$ cat src/rtl/lcd_pkg.sv
// Shared definitions for the LCD command scheduler: command codes, image size and FSM states.
package lcd_pkg;

    localparam int IMG_N = 64;

    localparam logic [2:0] CMD_WRITE   = 3'h0;
    localparam logic [2:0] CMD_LOAD    = 3'h1;
    localparam logic [2:0] CMD_SHIFT_R = 3'h2;
    localparam logic [2:0] CMD_SHIFT_L = 3'h3;
    localparam logic [2:0] CMD_SHIFT_U = 3'h4;
    localparam logic [2:0] CMD_SHIFT_D = 3'h5;
    localparam logic [2:0] CMD_AVERAGE = 3'h6;
    localparam logic [2:0] CMD_MIRROR  = 3'h7;

    typedef enum logic [2:0] {
        ST_IDLE,
        ST_ISSUE,
        ST_LOAD,
        ST_GUARD,
        ST_WAIT
    } sched_state_e;

endpackage

$ cat src/rtl/lcd_cmd_fifo.sv
// Small synchronous command FIFO with full/empty flags; head entry is visible combinationally.
module lcd_cmd_fifo #(
    parameter int DEPTH = 4,
    parameter int W     = 3
) (
    input  logic         clk,
    input  logic         reset,
    input  logic         push_i,
    input  logic         pop_i,
    input  logic [W-1:0] din_i,
    output logic [W-1:0] head_o,
    output logic         full_o,
    output logic         empty_o
);
    localparam int AW = $clog2(DEPTH);

    logic [W-1:0]  mem_q [DEPTH];
    logic [AW-1:0] wr_q;
    logic [AW-1:0] rd_q;
    logic [AW:0]   cnt_q;
    logic          do_push;
    logic          do_pop;

    assign full_o  = (cnt_q == (AW+1)'(DEPTH));
    assign empty_o = (cnt_q == '0);
    assign do_push = push_i && !full_o;
    assign do_pop  = pop_i && !empty_o;
    assign head_o  = mem_q[rd_q];

    always_ff @(posedge clk or posedge reset) begin
        if (reset) begin
            wr_q  <= '0;
            rd_q  <= '0;
            cnt_q <= '0;
        end else begin
            if (do_push) wr_q <= wr_q + 1'b1;
            if (do_pop)  rd_q <= rd_q + 1'b1;
            case ({do_push, do_pop})
                2'b10:   cnt_q <= cnt_q + 1'b1;
                2'b01:   cnt_q <= cnt_q - 1'b1;
                default: cnt_q <= cnt_q;
            endcase
        end
    end

    // Storage needs no reset: entries are only read once the count says they were written.
    always_ff @(posedge clk) begin
        if (do_push) mem_q[wr_q] <= din_i;
    end

endmodule

$ cat src/rtl/lcd_cmd_sched.sv
// Two-requester command scheduler in front of LCD_CTRL with image streaming and output tagging.
// Define LCD_SCHED_FIXED_PRIO_EN for fixed priority (requester 0 first) instead of round-robin.
//
// state | meaning
// IDLE  | wait for a queued command and lcd_busy low, then grant and pop
// ISSUE | one-cycle cmd strobe; LOAD also reads image index 0
// LOAD  | read image indices 1..IMG_N-1, busy ignored
// GUARD | one cycle for LCD_CTRL to raise busy
// WAIT  | hold until lcd_busy falls
module lcd_cmd_sched
    import lcd_pkg::*;
#(
    parameter int FIFO_DEPTH = 4
) (
    input  logic       clk,
    input  logic       reset,
    input  logic [2:0] req_cmd_0,
    input  logic       req_valid_0,
    output logic       req_ready_0,
    input  logic [2:0] req_cmd_1,
    input  logic       req_valid_1,
    output logic       req_ready_1,
    output logic       img_rd,
    output logic [6:0] img_addr,
    input  logic [7:0] img_rdata,
    output logic [2:0] lcd_cmd,
    output logic       lcd_cmd_valid,
    output logic [7:0] lcd_datain,
    input  logic       lcd_busy,
    input  logic [7:0] lcd_dataout,
    input  logic       lcd_output_valid,
    output logic [7:0] out_data,
    output logic       out_valid_0,
    output logic       out_valid_1
);
    localparam int IDX_W = $clog2(IMG_N);
    localparam logic [IDX_W-1:0] LAST_IDX = IDX_W'(IMG_N - 1);

    sched_state_e     state_q, state_d;
    logic             owner_q, owner_d;
    logic [2:0]       cmd_q, cmd_d;
    logic [IDX_W-1:0] idx_q, idx_d;
    logic             rd_q;
`ifndef LCD_SCHED_FIXED_PRIO_EN
    logic             last_q, last_d;
`endif

    logic [2:0] head_0, head_1;
    logic       full_0, full_1, empty_0, empty_1;
    logic       pop_0, pop_1;
    logic       win;

    lcd_cmd_fifo #(.DEPTH(FIFO_DEPTH), .W(3)) u_fifo_0 (
        .clk     (clk),
        .reset   (reset),
        .push_i  (req_valid_0),
        .pop_i   (pop_0),
        .din_i   (req_cmd_0),
        .head_o  (head_0),
        .full_o  (full_0),
        .empty_o (empty_0)
    );

    lcd_cmd_fifo #(.DEPTH(FIFO_DEPTH), .W(3)) u_fifo_1 (
        .clk     (clk),
        .reset   (reset),
        .push_i  (req_valid_1),
        .pop_i   (pop_1),
        .din_i   (req_cmd_1),
        .head_o  (head_1),
        .full_o  (full_1),
        .empty_o (empty_1)
    );

    assign req_ready_0 = !full_0;
    assign req_ready_1 = !full_1;

`ifdef LCD_SCHED_FIXED_PRIO_EN
    assign win = empty_0;
`else
    assign win = (!empty_0 && !empty_1) ? !last_q : empty_0;
`endif

    always_ff @(posedge clk or posedge reset) begin
        if (reset) begin
            state_q <= ST_IDLE;
            owner_q <= 1'b0;
            cmd_q   <= '0;
            idx_q   <= '0;
            rd_q    <= 1'b0;
`ifndef LCD_SCHED_FIXED_PRIO_EN
            last_q  <= 1'b1;
`endif
        end else begin
            state_q <= state_d;
            owner_q <= owner_d;
            cmd_q   <= cmd_d;
            idx_q   <= idx_d;
            rd_q    <= img_rd;
`ifndef LCD_SCHED_FIXED_PRIO_EN
            last_q  <= last_d;
`endif
        end
    end

    always_comb begin
        state_d       = state_q;
        owner_d       = owner_q;
        cmd_d         = cmd_q;
        idx_d         = idx_q;
`ifndef LCD_SCHED_FIXED_PRIO_EN
        last_d        = last_q;
`endif
        pop_0         = 1'b0;
        pop_1         = 1'b0;
        lcd_cmd_valid = 1'b0;
        img_rd        = 1'b0;
        img_addr      = '0;
        case (state_q)
            ST_IDLE: begin
                if ((!empty_0 || !empty_1) && !lcd_busy) begin
                    owner_d = win;
                    cmd_d   = win ? head_1 : head_0;
                    pop_0   = !win;
                    pop_1   = win;
`ifndef LCD_SCHED_FIXED_PRIO_EN
                    last_d  = win;
`endif
                    state_d = ST_ISSUE;
                end
            end
            ST_ISSUE: begin
                lcd_cmd_valid = 1'b1;
                if (cmd_q == CMD_LOAD) begin
                    img_rd   = 1'b1;
                    img_addr = {owner_q, {IDX_W{1'b0}}};
                    idx_d    = IDX_W'(1);
                    state_d  = ST_LOAD;
                end else begin
                    state_d  = ST_GUARD;
                end
            end
            ST_LOAD: begin
                img_rd   = 1'b1;
                img_addr = {owner_q, idx_q};
                idx_d    = idx_q + 1'b1;
                if (idx_q == LAST_IDX) state_d = ST_GUARD;
            end
            ST_GUARD: state_d = ST_WAIT;
            ST_WAIT: begin
                if (!lcd_busy) state_d = ST_IDLE;
            end
            default: state_d = ST_IDLE;
        endcase
    end

    // Image bytes arrive one cycle after each read, so the stream window is the delayed read strobe.
    assign lcd_cmd     = cmd_q;
    assign lcd_datain  = rd_q ? img_rdata : 8'h00;
    assign out_data    = lcd_dataout;
    assign out_valid_0 = lcd_output_valid && !owner_q;
    assign out_valid_1 = lcd_output_valid && owner_q;

endmodule
$ cat config.mk
export PLATFORM = sky130hd
export DESIGN_NAME = lcd_cmd_sched
export DESIGN_NICKNAME = d
export VERILOG_FILES = /design/src/rtl/lcd_pkg.sv /design/src/rtl/lcd_cmd_fifo.sv /design/src/rtl/lcd_cmd_sched.sv
export SDC_FILE = /design/constraint.sdc
export NUM_CORES = 1
export LEC_CHECK = 0
export CORE_MARGIN = 8
export CORE_UTILIZATION = 43
export CTS_CLUSTER_DIAMETER = 50
export DETAILED_ROUTE_END_ITERATION = 7
export DONT_BUFFER_PORTS = 1
export SLEW_MARGIN = 5
export SYNTH_ARGS = -nofsm -noshare
export SYNTH_HDL_FRONTEND = slang
export SYNTH_SLANG_ARGS = --single-unit
$ cat constraint.sdc
create_clock -name clk -period 2.4 [get_ports clk]
set_input_delay 0.24 -clock clk [delete_from_list [all_inputs] [get_ports clk]]
set_output_delay 0.24 -clock clk [all_outputs]
set_load 0.01 [all_outputs]
== Word level (Yosys, flattened, before mapping) ==
Memories as Yosys holds them, arrays and structs flattened.
Index checks and enable logic that the tools add are counted.

* Multipliers: 0
* Order comparisons: 0
* Equal/unequal tests: 16
* Bitwise gates (word level): 0
* Reduce and logical (&&, ||, !) cells: 26
* Div/mod/pow operators: 0
* Shift-type cells: 0
* Muxes and demuxes: 25
* $add $sub $neg: 9

{| class="wikitable"
|+ Operator list
! kind !! count
|-
| $pmux W3 S5 || 1
|-
| $pmux W7 S2 || 1
|-
| $mux W1 || 12
|-
| $mux W3 || 4
|-
| $pmux W3 S2 || 2
|-
| $pmux W6 S2 || 1
|-
| $eq A3 B3 Y1 const B || 3
|-
| $logic_not A3 Y1 || 3
|-
| $add A2 B1 Y2 const B || 4
|-
| $logic_and A1 B1 Y1 || 8
|-
| $logic_not A1 Y1 || 8
|-
| $mux W8 || 1
|-
| $ne A2 B2 Y1 const B || 4
|-
| $mux W7 || 1
|-
| $add A3 B1 Y3 const B || 2
|-
| $add A6 B1 Y6 const B || 1
|-
| $eq A3 B1 Y1 const B || 2
|-
| $eq A3 B2 Y1 const B || 2
|-
| $eq A6 B6 Y1 const B || 1
|-
| $mux W6 || 1
|-
| $reduce_bool A2 Y1 || 3
|-
| $sub A3 B1 Y3 const B || 2
|-
| $eq A2 B1 Y1 const B || 2
|-
| $eq A2 B2 Y1 const B || 2
|-
| other kinds (4) || 5
|}

* Output and inout port bits: 32
* Memory bits (writable): 24
* Register bits after elaboration: 29
* Memories: 2
* Bits of input ports: 28
* Latch bits: 0
* Word-level logic and storage cells: 90
* Bits in read-only memories: 0

{| class="wikitable"
|+ Memory list
! memory !! depth !! bits a word !! read ports !! clocked after memory_dff !! write ports !! line !! RTL
|-
| u_fifo_0.mem_q || 4 || 3 || 1 || 0 || 1 || lcd_cmd_fifo.sv:17 || <nowiki>logic [W-1:0] mem_q [DEPTH];</nowiki>
|-
| u_fifo_1.mem_q || 4 || 3 || 1 || 0 || 1 || lcd_cmd_fifo.sv:17 ||
|}

== Logic depth before layout (Yosys ltp) ==
Gate-level depths: netlist (run 1).

* Word-level depth: 10
* Mapped depth: 10
* Gate-level depth less buffers: 10

== Modules after synthesis ==
From an unflattened synthesis (run 1), not the netlist that was laid out.

* Cells, all modules: 217
* Area total of the unflattened synthesis: 2753.9 um^2

{| class="wikitable"
|+ Modules (own cells, without submodules)
! module !! sequential area each (um^2) !! cells an instance !! instances !! area each (um^2)
|-
| lcd_cmd_fifo || 535.5 || 54 || 2 || 878.3
|-
| lcd_cmd_sched || 376.6 || 109 || 1 || 997.2
|}

== Worst setup path after synthesis (run 1) ==
Ideal clock, no wire load.

* Kind: register -> register
* From: register state_q[1]
* To: register u_fifo_1.cnt_q[1]
* Setup time: 125 ps
* Arrival: 2195 ps
* Cell stages (with the launch flop): 7
* Required time: 2275 ps
* Clock period less this slack: 2320 ps
* Setup slack: 80 ps
* Buffers on the path: 1
* Cells stage by stage: dfrtp_1 buf_6 or4_4 a211oi_4 ha_1 fa_1 mux2_2

* Cells in the longest elaborated chain, start to end: 5
* Elaborated cells between the ends (all ways): 7
* Those cells by class: eq/ne: 2; mux: 2; reduce/logical: 3

{| class="wikitable"
|+ Ends and longest elaborated chain
! element !! line !! RTL
|-
| start: declaration || lcd_cmd_sched.sv:39 || <nowiki>sched_state_e state_q, state_d;</nowiki>
|-
| start signal: assignment || lcd_cmd_sched.sv:95 || <nowiki>state_q <= state_d;</nowiki>
|-
| $logic_not A3 Y1 * || lcd_cmd_sched.sv:119 || <nowiki>case (state_q)</nowiki>
|-
| $mux W1 * || lcd_cmd_sched.sv:119 ||
|-
| $logic_and A1 B1 Y1 * || lcd_cmd_fifo.sv:27 || <nowiki>assign do_pop = pop_i && !empty_o;</nowiki>
|-
| named net u_fifo_1.do_pop || lcd_cmd_fifo.sv:22 || <nowiki>logic do_pop;</nowiki>
|-
| $eq A2 B1 Y1 / $eq A2 B2 Y1 (equally long branches) || lcd_cmd_fifo.sv:38 || <nowiki>case ({do_push, do_pop})</nowiki>
|-
| $pmux W3 S2 / $reduce_bool A2 Y1 (equally long branches) || - ||
|-
| end signal: assignment || lcd_cmd_fifo.sv:39 || <nowiki>2'b10: cnt_q <= cnt_q + 1'b1;</nowiki>
|-
| end signal: assignment || lcd_cmd_fifo.sv:40 || <nowiki>2'b01: cnt_q <= cnt_q - 1'b1;</nowiki>
|-
| end signal: assignment || lcd_cmd_fifo.sv:41 || <nowiki>default: cnt_q <= cnt_q;</nowiki>
|-
| end: declaration || lcd_cmd_fifo.sv:20 || <nowiki>logic [AW:0] cnt_q;</nowiki>
|}

Mark *: on every way through the listed nets, which the timed path passes. The rest lies on a longest branch.
A chain may end at the register's enable or synchronous reset.

== Worst setup path after layout (run 1) ==
* From: register state_q[0]
* To: register u_fifo_0.cnt_q[2]

* Cells in the longest elaborated chain, start to end: 5
* Elaborated cells between the ends (all ways): 7
* Those cells by class: eq/ne: 2; mux: 2; reduce/logical: 3

{| class="wikitable"
|+ Ends and longest elaborated chain
! element !! line
|-
| $logic_not A3 Y1 * || lcd_cmd_sched.sv:119
|-
| $mux W1 * || lcd_cmd_sched.sv:119
|-
| $logic_and A1 B1 Y1 * || lcd_cmd_fifo.sv:27
|-
| named net u_fifo_0.do_pop || lcd_cmd_fifo.sv:22
|-
| $eq A2 B1 Y1 / $eq A2 B2 Y1 (equally long branches) || lcd_cmd_fifo.sv:38
|-
| $pmux W3 S2 / $reduce_bool A2 Y1 (equally long branches) || -
|-
| end signal: assignment || lcd_cmd_fifo.sv:39
|-
| end signal: assignment || lcd_cmd_fifo.sv:40
|-
| end signal: assignment || lcd_cmd_fifo.sv:41
|-
| end: declaration || lcd_cmd_fifo.sv:20
|}

Marks and branches as above.

==> impl_metrics.env, run 1 <==
export IMPL_cts_tree="built"
export IMPL_cpPeakStageDelay_ps=410
export IMPL_post_route_period_util=0.960
export IMPL_ir_drop_mv=0.477
export IMPL_skew_ps=2.70
export IMPL_p_leak_nw=1.16
export IMPL_yosysMostFrequentCell="dfrtp_1"
export IMPL_synth_seq_cells=53
export IMPL_maxCapViolations=0
export IMPL_clk_latency_ps=300
export IMPL_slew_violations=0
export IMPL_gr_total_overflow=0
export IMPL_ys_async_sr_fraction=0.547
export IMPL_viasPerCell=5.33
export IMPL_htree_levels=2
export IMPL_synthTopCellsByCount="dfrtp_1 (28), edfxtp_1 (24), and2_1 (16)"
export IMPL_antenna_left=0
export IMPL_whs_path_depth=0
export IMPL_synth_fp_nets=243
export IMPL_hold_viol_final=0
export IMPL_grt_pass1_wl_mm=7.46
export IMPL_combinationalPowerShare=0.402
export IMPL_dieArea_um2=8790
export IMPL_setup_violations_final=0
export IMPL_yosysTopAreaCell="edfxtp_1"
export IMPL_antenna_cells=0
export IMPL_die_h_um=93.8
export IMPL_netlist_area_um2=2600
export IMPL_tns_ps=0
export IMPL_dp_hpwl_mm=3.77
export IMPL_cp_arrival_ps=2520
export IMPL_endpoint_kind="flip-flop"
export IMPL_relSlewSlack=0.584
export IMPL_grt_pass1_vias=1542
export IMPL_synth_area_leaders="edfxtp_1 (28%), dfrtp_1 (27%), ha_1 (5.3%), mux4_2 (5.2%), and2_1 (3.8%)"
export IMPL_critPathMostFrequentCell="xor2_1"
export IMPL_fp_coreArea_um2=5890
export IMPL_clock_fmax_ghz=0.434
export IMPL_antenna_found_initial=0
export IMPL_syn_inst=202
export IMPL_intPower_mw=2.16
export IMPL_cp_slowest_cell="dfrtp_1"
export IMPL_layout_drive_gt1_share=0.172
export IMPL_ios=60
export IMPL_wl_per_cell_um=16.9
export IMPL_dr_pass1_iters=4
export IMPL_seq_power_share=0.460
export IMPL_nFillCells=533
export IMPL_start_util=0.442
export IMPL_io_buffer_count=0
export IMPL_startpoint_type="flip-flop"
export IMPL_status="finished clean"
export IMPL_ff_latch_area_um2=1450
export IMPL_clkPwrFrac=0.138
export IMPL_worst_setup_path_type="flip-flop to flip-flop"
export IMPL_synthDistinctLibCells=45
export IMPL_finish_net_count=249
export IMPL_cts_made_buffers=5
export IMPL_avgSynthCellArea_um2=12.9
export IMPL_grtUsageTotal=0.110
export IMPL_synth_ff_type="dfrtp_1"
export IMPL_synth_warnings=0
export IMPL_num_vias=1515
export IMPL_place_area_um2=2680
export IMPL_max_clock_path_buffers=2
export IMPL_die_w_um=93.8
export IMPL_switching_share=0.375
export IMPL_yosysSeqAreaShare=0.557
export IMPL_gp_congestion=0.788
export IMPL_tightest_slew_ps=617
export IMPL_synth_edf_count=24
export IMPL_multi_input_area_um2=1030
export IMPL_synth_top_area_share=0.277
export IMPL_rows=28
export IMPL_hold_worst_slack_ps=30.7
export IMPL_drt_wl_total_mm=4.80
export IMPL_critPathRequiredTime_ps=2620
export IMPL_post_route_drc_count=0
export IMPL_first_iter_violations=71
export IMPL_powerDensity_nw_per_um2=1240
export IMPL_p_switching_mw=1.30
export IMPL_root_buffer="clkbuf_8"
export IMPL_path_max_fanout=9
export IMPL_design_area_um2=2790
export IMPL_path_clk_slew_ps=90
export IMPL_clock_sinks=53
export IMPL_ff2ff_path_depth=9
export IMPL_hold_path_class="input port to flip-flop"
export IMPL_grt_max_degree=30
export IMPL_utilization=0.474
export IMPL_area_delta_synth_final_pct=7.17
export IMPL_path_cells="buf_4 > nor4_2 > o211a_1 > ha_1 > inv_1 > fa_1 > xor2_1 > nor2_1 > xor2_1"
export IMPL_fin_crit_ps=2300
-- power groups by stage --
stage               Combinational [mW]  Clock (mW)  Sequential, mW
global placement                  1.33           0            1.59
CTS                               1.40       0.493            1.60
floorplan                         1.12           0            1.50
detailed placement                1.39           0            1.61
global route                      1.55       0.524            1.65
finish                            1.39       0.478            1.59
-- per-layer routing --
metal / vias to the layer above / share of wire / global-route usage / wire length, um
li1: 708 / - / - / -
met1: 753 / 0.37 / 0.109 / 1800
met2: 48 / 0.50 / 0.189 / 2390
met3: 6 / 0.12 / 0.0616 / 559
met4: 0 / 0.011 / 0.0396 / 54
met5: - / 0 / 0 / 0
-- final timing paths --
kind | slack [ps] | start | endpoint
setup / recovery | 100 | state_q[0] | u_fifo_0.cnt_q[2]
hold / removal | 30 | req_cmd_0[0] | u_fifo_0.mem_q[3][0]
setup reg to reg | 100 | state_q[0] | u_fifo_0.cnt_q[2]
hold reg to reg | 500 | idx_q[5] | idx_q[5]
max in group asynchronous | 1630 | reset | last_q
min in group asynchronous | 460 | reset | idx_q[0]
-- logic make-up (layout without fill, tap and decap cells) --
group / Yosys count / in the layout / share of synthesized area
XOR/XNOR: 14 / 14 / 0.0471
adder cells (fa/ha/maj): 13 / 13 / 0.0683
multiplexers: 13 / 13 / 0.0803
AO/OA/AOI/OAI: 20 / 20 / 0.0529
buffers and inverters: 25 / 32 / 0.0510
AND/OR/NAND/NOR: 64 / 64 / 0.144
flip-flops: 53 / 53 / 0.557
-- flip-flops by register name, indices dropped and copies added, names as in the netlist --
name            cells
lcd_cmd             3
u_fifo_1.mem_q     12
owner_q             1
u_fifo_0.rd_q       2
u_fifo_1.cnt_q      3
u_fifo_1.rd_q       2
u_fifo_0.mem_q     12
last_q              1
u_fifo_1.wr_q       2
rd_q                1
u_fifo_0.wr_q       2
state_q             3
idx_q               6
u_fifo_0.cnt_q      3
-- final cells by class --
cell class              count  share of cell area
clock buffers               7              0.0274
clock inverters             1             0.00180
inverters                  12              0.0162
multi-input cells         124               0.368
flip-flops and latches     53               0.519
well taps                  75              0.0337
repair buffers             12              0.0332
-- worst max-delay path: cells and delay by family, from the launching register on --
kind | cells | cell delay, ps
buf+inv | 2 | 230
fa+ha+maj | 2 | 600
xor+xnor | 2 | 350
flops | 1 | 410
simple gates | 2 | 390
compound gates | 1 | 240
-- stage by stage --
step | total power, mW | cells | worst slack [ps]
floorplan | 2.62 | 202 | 80.1
global placement | 2.92 | 274 | 218
detailed placement | 3.00 | 274 | 21.9
CTS | 3.48 | 283 | 8.04
global route | 3.73 | 284 | -17.0
finish | 3.46 | 284 | 96.0
-- timing repair --
| item | 4_1_cts | 5_1_grt |
|---|---|---|
| gates resized for setup | 0 | 1 |
| endpoints found under the hold margin | 28 | 0 |
| buffers inserted | 0 | 1 |
| endpoints found under the setup margin | 0 | 1 |
| hold buffers | 1 | 0 |
-- placed cells by master, fill, tap and decap left out, types with 2 or more instances in the layout --
cell type and n:
clkbuf_8 5, mux2i_1 4, buf_4 11, and2_1 16
mux4_2 6, o21ai_0 7, nor2b_1 2, ha_1 11
nand2_1 6, nor2_1 13, and3_1 9, clkbuf_1 2
a21oi_1 5, xor2_1 7, edfxtp_1 24, nor3b_1 3
fa_1 2, nand3_1 3, dfrtp_1 28, inv_1 12
xnor2_1 7, mux2_2 3
Note: power is estimated with default switching activity, not from simulation.
==> run 2, diff against run 1 <==
- CELL_PAD_IN_SITES_DETAIL_PLACEMENT: unset -> 0
- CELL_PAD_IN_SITES_GLOBAL_PLACEMENT: unset -> 1
- PLACE_DENSITY_LB_ADDON: unset -> 0.1
==> impl_metrics.env, run 2 (synthesis gave the netlist of run 1 again) <==
export IMPL_slew_violations=0
export IMPL_worst_setup_path_type="flip-flop to flip-flop"
export IMPL_gp_congestion=0.758
export IMPL_area_delta_synth_final_pct=10.0
export IMPL_start_util=0.442
export IMPL_viasPerCell=5.17
export IMPL_max_clock_path_buffers=2
export IMPL_antenna_cells=0
export IMPL_finish_net_count=253
export IMPL_layout_drive_gt1_share=0.174
export IMPL_path_delay_family="adder cells"
export IMPL_layout_common_cells="dfrtp_1 (28), edfxtp_1 (24), and2_1 (16), nor2_1 (13), inv_1 (12)"
export IMPL_path_max_fanout=5
export IMPL_largestRegisters="u_fifo_0.mem_q x12, u_fifo_1.mem_q x12, idx_q x6"
export IMPL_critPathRequiredTime_ps=2600
export IMPL_num_vias=1490
export IMPL_tns_ps=0
export IMPL_endpoint_kind="flip-flop"
export IMPL_p_total_mw=3.59
export IMPL_tightest_slew_ps=588
export IMPL_powerDensity_nw_per_um2=1250
export IMPL_grt_pass1_wl_mm=8.11
export IMPL_grt_max_degree=30
export IMPL_dieArea_um2=8790
export IMPL_post_route_drc_count=0
export IMPL_startpoint_type="flip-flop"
export IMPL_utilization=0.486
export IMPL_io_buffer_count=0
export IMPL_setup_violations_final=0
export IMPL_cp_slowest_cell="or4_4"
export IMPL_cts_made_buffers=5
export IMPL_p_leak_nw=1.19
export IMPL_relSlewSlack=0.608
export IMPL_path_cells="or4_4 > a211oi_4 > ha_2 > fa_1 > mux2_2"
export IMPL_status="finished clean"
export IMPL_hold_worst_slack_ps=35.7
export IMPL_die_h_um=93.8
export IMPL_gr_total_overflow=0
export IMPL_dr_pass1_iters=4
export IMPL_drt_wl_total_mm=4.86
export IMPL_cp_arrival_ps=2500
export IMPL_cpPeakStageDelay_ps=580
export IMPL_cts_tree="built"
export IMPL_clock_fmax_ghz=0.433
export IMPL_grt_pass1_vias=1611
export IMPL_grtUsageTotal=0.117
export IMPL_fin_crit_ps=2310
export IMPL_maxCapViolations=0
export IMPL_cp_num_buf_inv=0
export IMPL_root_buffer="clkbuf_8"
export IMPL_fp_coreArea_um2=5890
export IMPL_antenna_left=0
export IMPL_path_clk_slew_ps=100
export IMPL_clk_latency_ps=310
export IMPL_die_w_um=93.8
export IMPL_dp_hpwl_mm=3.80
export IMPL_rsz0062_at_grt="false"
export IMPL_skew_ps=16.3
export IMPL_ios=60
export IMPL_hold_viol_final=0
export IMPL_layout_commonest_cell="dfrtp_1"
export IMPL_rows=28
export IMPL_hold_path_class="input port to flip-flop"
export IMPL_htree_levels=2
export IMPL_wl_per_cell_um=16.9
export IMPL_clock_sinks=53
export IMPL_first_iter_violations=35
export IMPL_antenna_found_initial=0
export IMPL_ir_drop_mv=0.481
export IMPL_post_route_period_util=0.961
==> run 2: final timing paths <==
check                           depth (start not counted)  slack, ps          from                    to
worst max-delay path                                    5         90    state_q[1]     u_fifo_1.cnt_q[1]
worst min-delay path                                    0         40  req_cmd_0[0]  u_fifo_0.mem_q[3][0]
worst max register to register                          5         90    state_q[1]     u_fifo_1.cnt_q[1]
worst min register to register                          1        520      idx_q[5]              idx_q[5]
max in group asynchronous                               3       1640         reset                last_q
min in group asynchronous                               3        440         reset              idx_q[5]
==> run 2: power breakdown <==
group	internal [mW]	switching, mW
clock	0.319	0.309
sequential	1.29	0.318
combinational	0.666	0.693
total	2.27	1.32
==> run 2: area by class of cell <==
class	instances	area, um2
multi-input combinational	124	1020
fill	536	3020
inverter	12	45.0
clock inverter	3	47.5
tap	75	93.8
timing repair buffer	16	135
sequential	53	1450
clock buffer	5	68.8
==> run 2: repair_timing <==
action                                  4_1_cts  5_1_grt
buffers inserted                              0        0
hold buffers                                  1        5
endpoints found under the hold margin        28       15
endpoints found under the setup margin        0        1
gates resized for setup                       0        1
==> run 2: per-layer routing <==
| layer | GRT usage | wire (um) | vias to the layer above |
|---|---|---|---|
| met5 | 0 | 0 | - |
| met1 | 0.133 | 1990 | 722 |
| met2 | 0.190 | 2380 | 45 |
| met4 | 0.0370 | 44 | 0 |
| met3 | 0.0552 | 447 | 5 |
| li1 | - | - | 718 |
==> run 2: metrics by stage <==
| stage | setup slack, ps | cells | area (um2) |
|---|---|---|---|
| after floorplan | 80.1 | 202 | 2600 |
| after global placement | 180 | 274 | 2680 |
| after detailed placement | 116 | 274 | 2680 |
| after CTS | 87.9 | 283 | 2810 |
| after global routing | 3.18 | 288 | 2860 |
| final | 92.9 | 288 | 2860 |
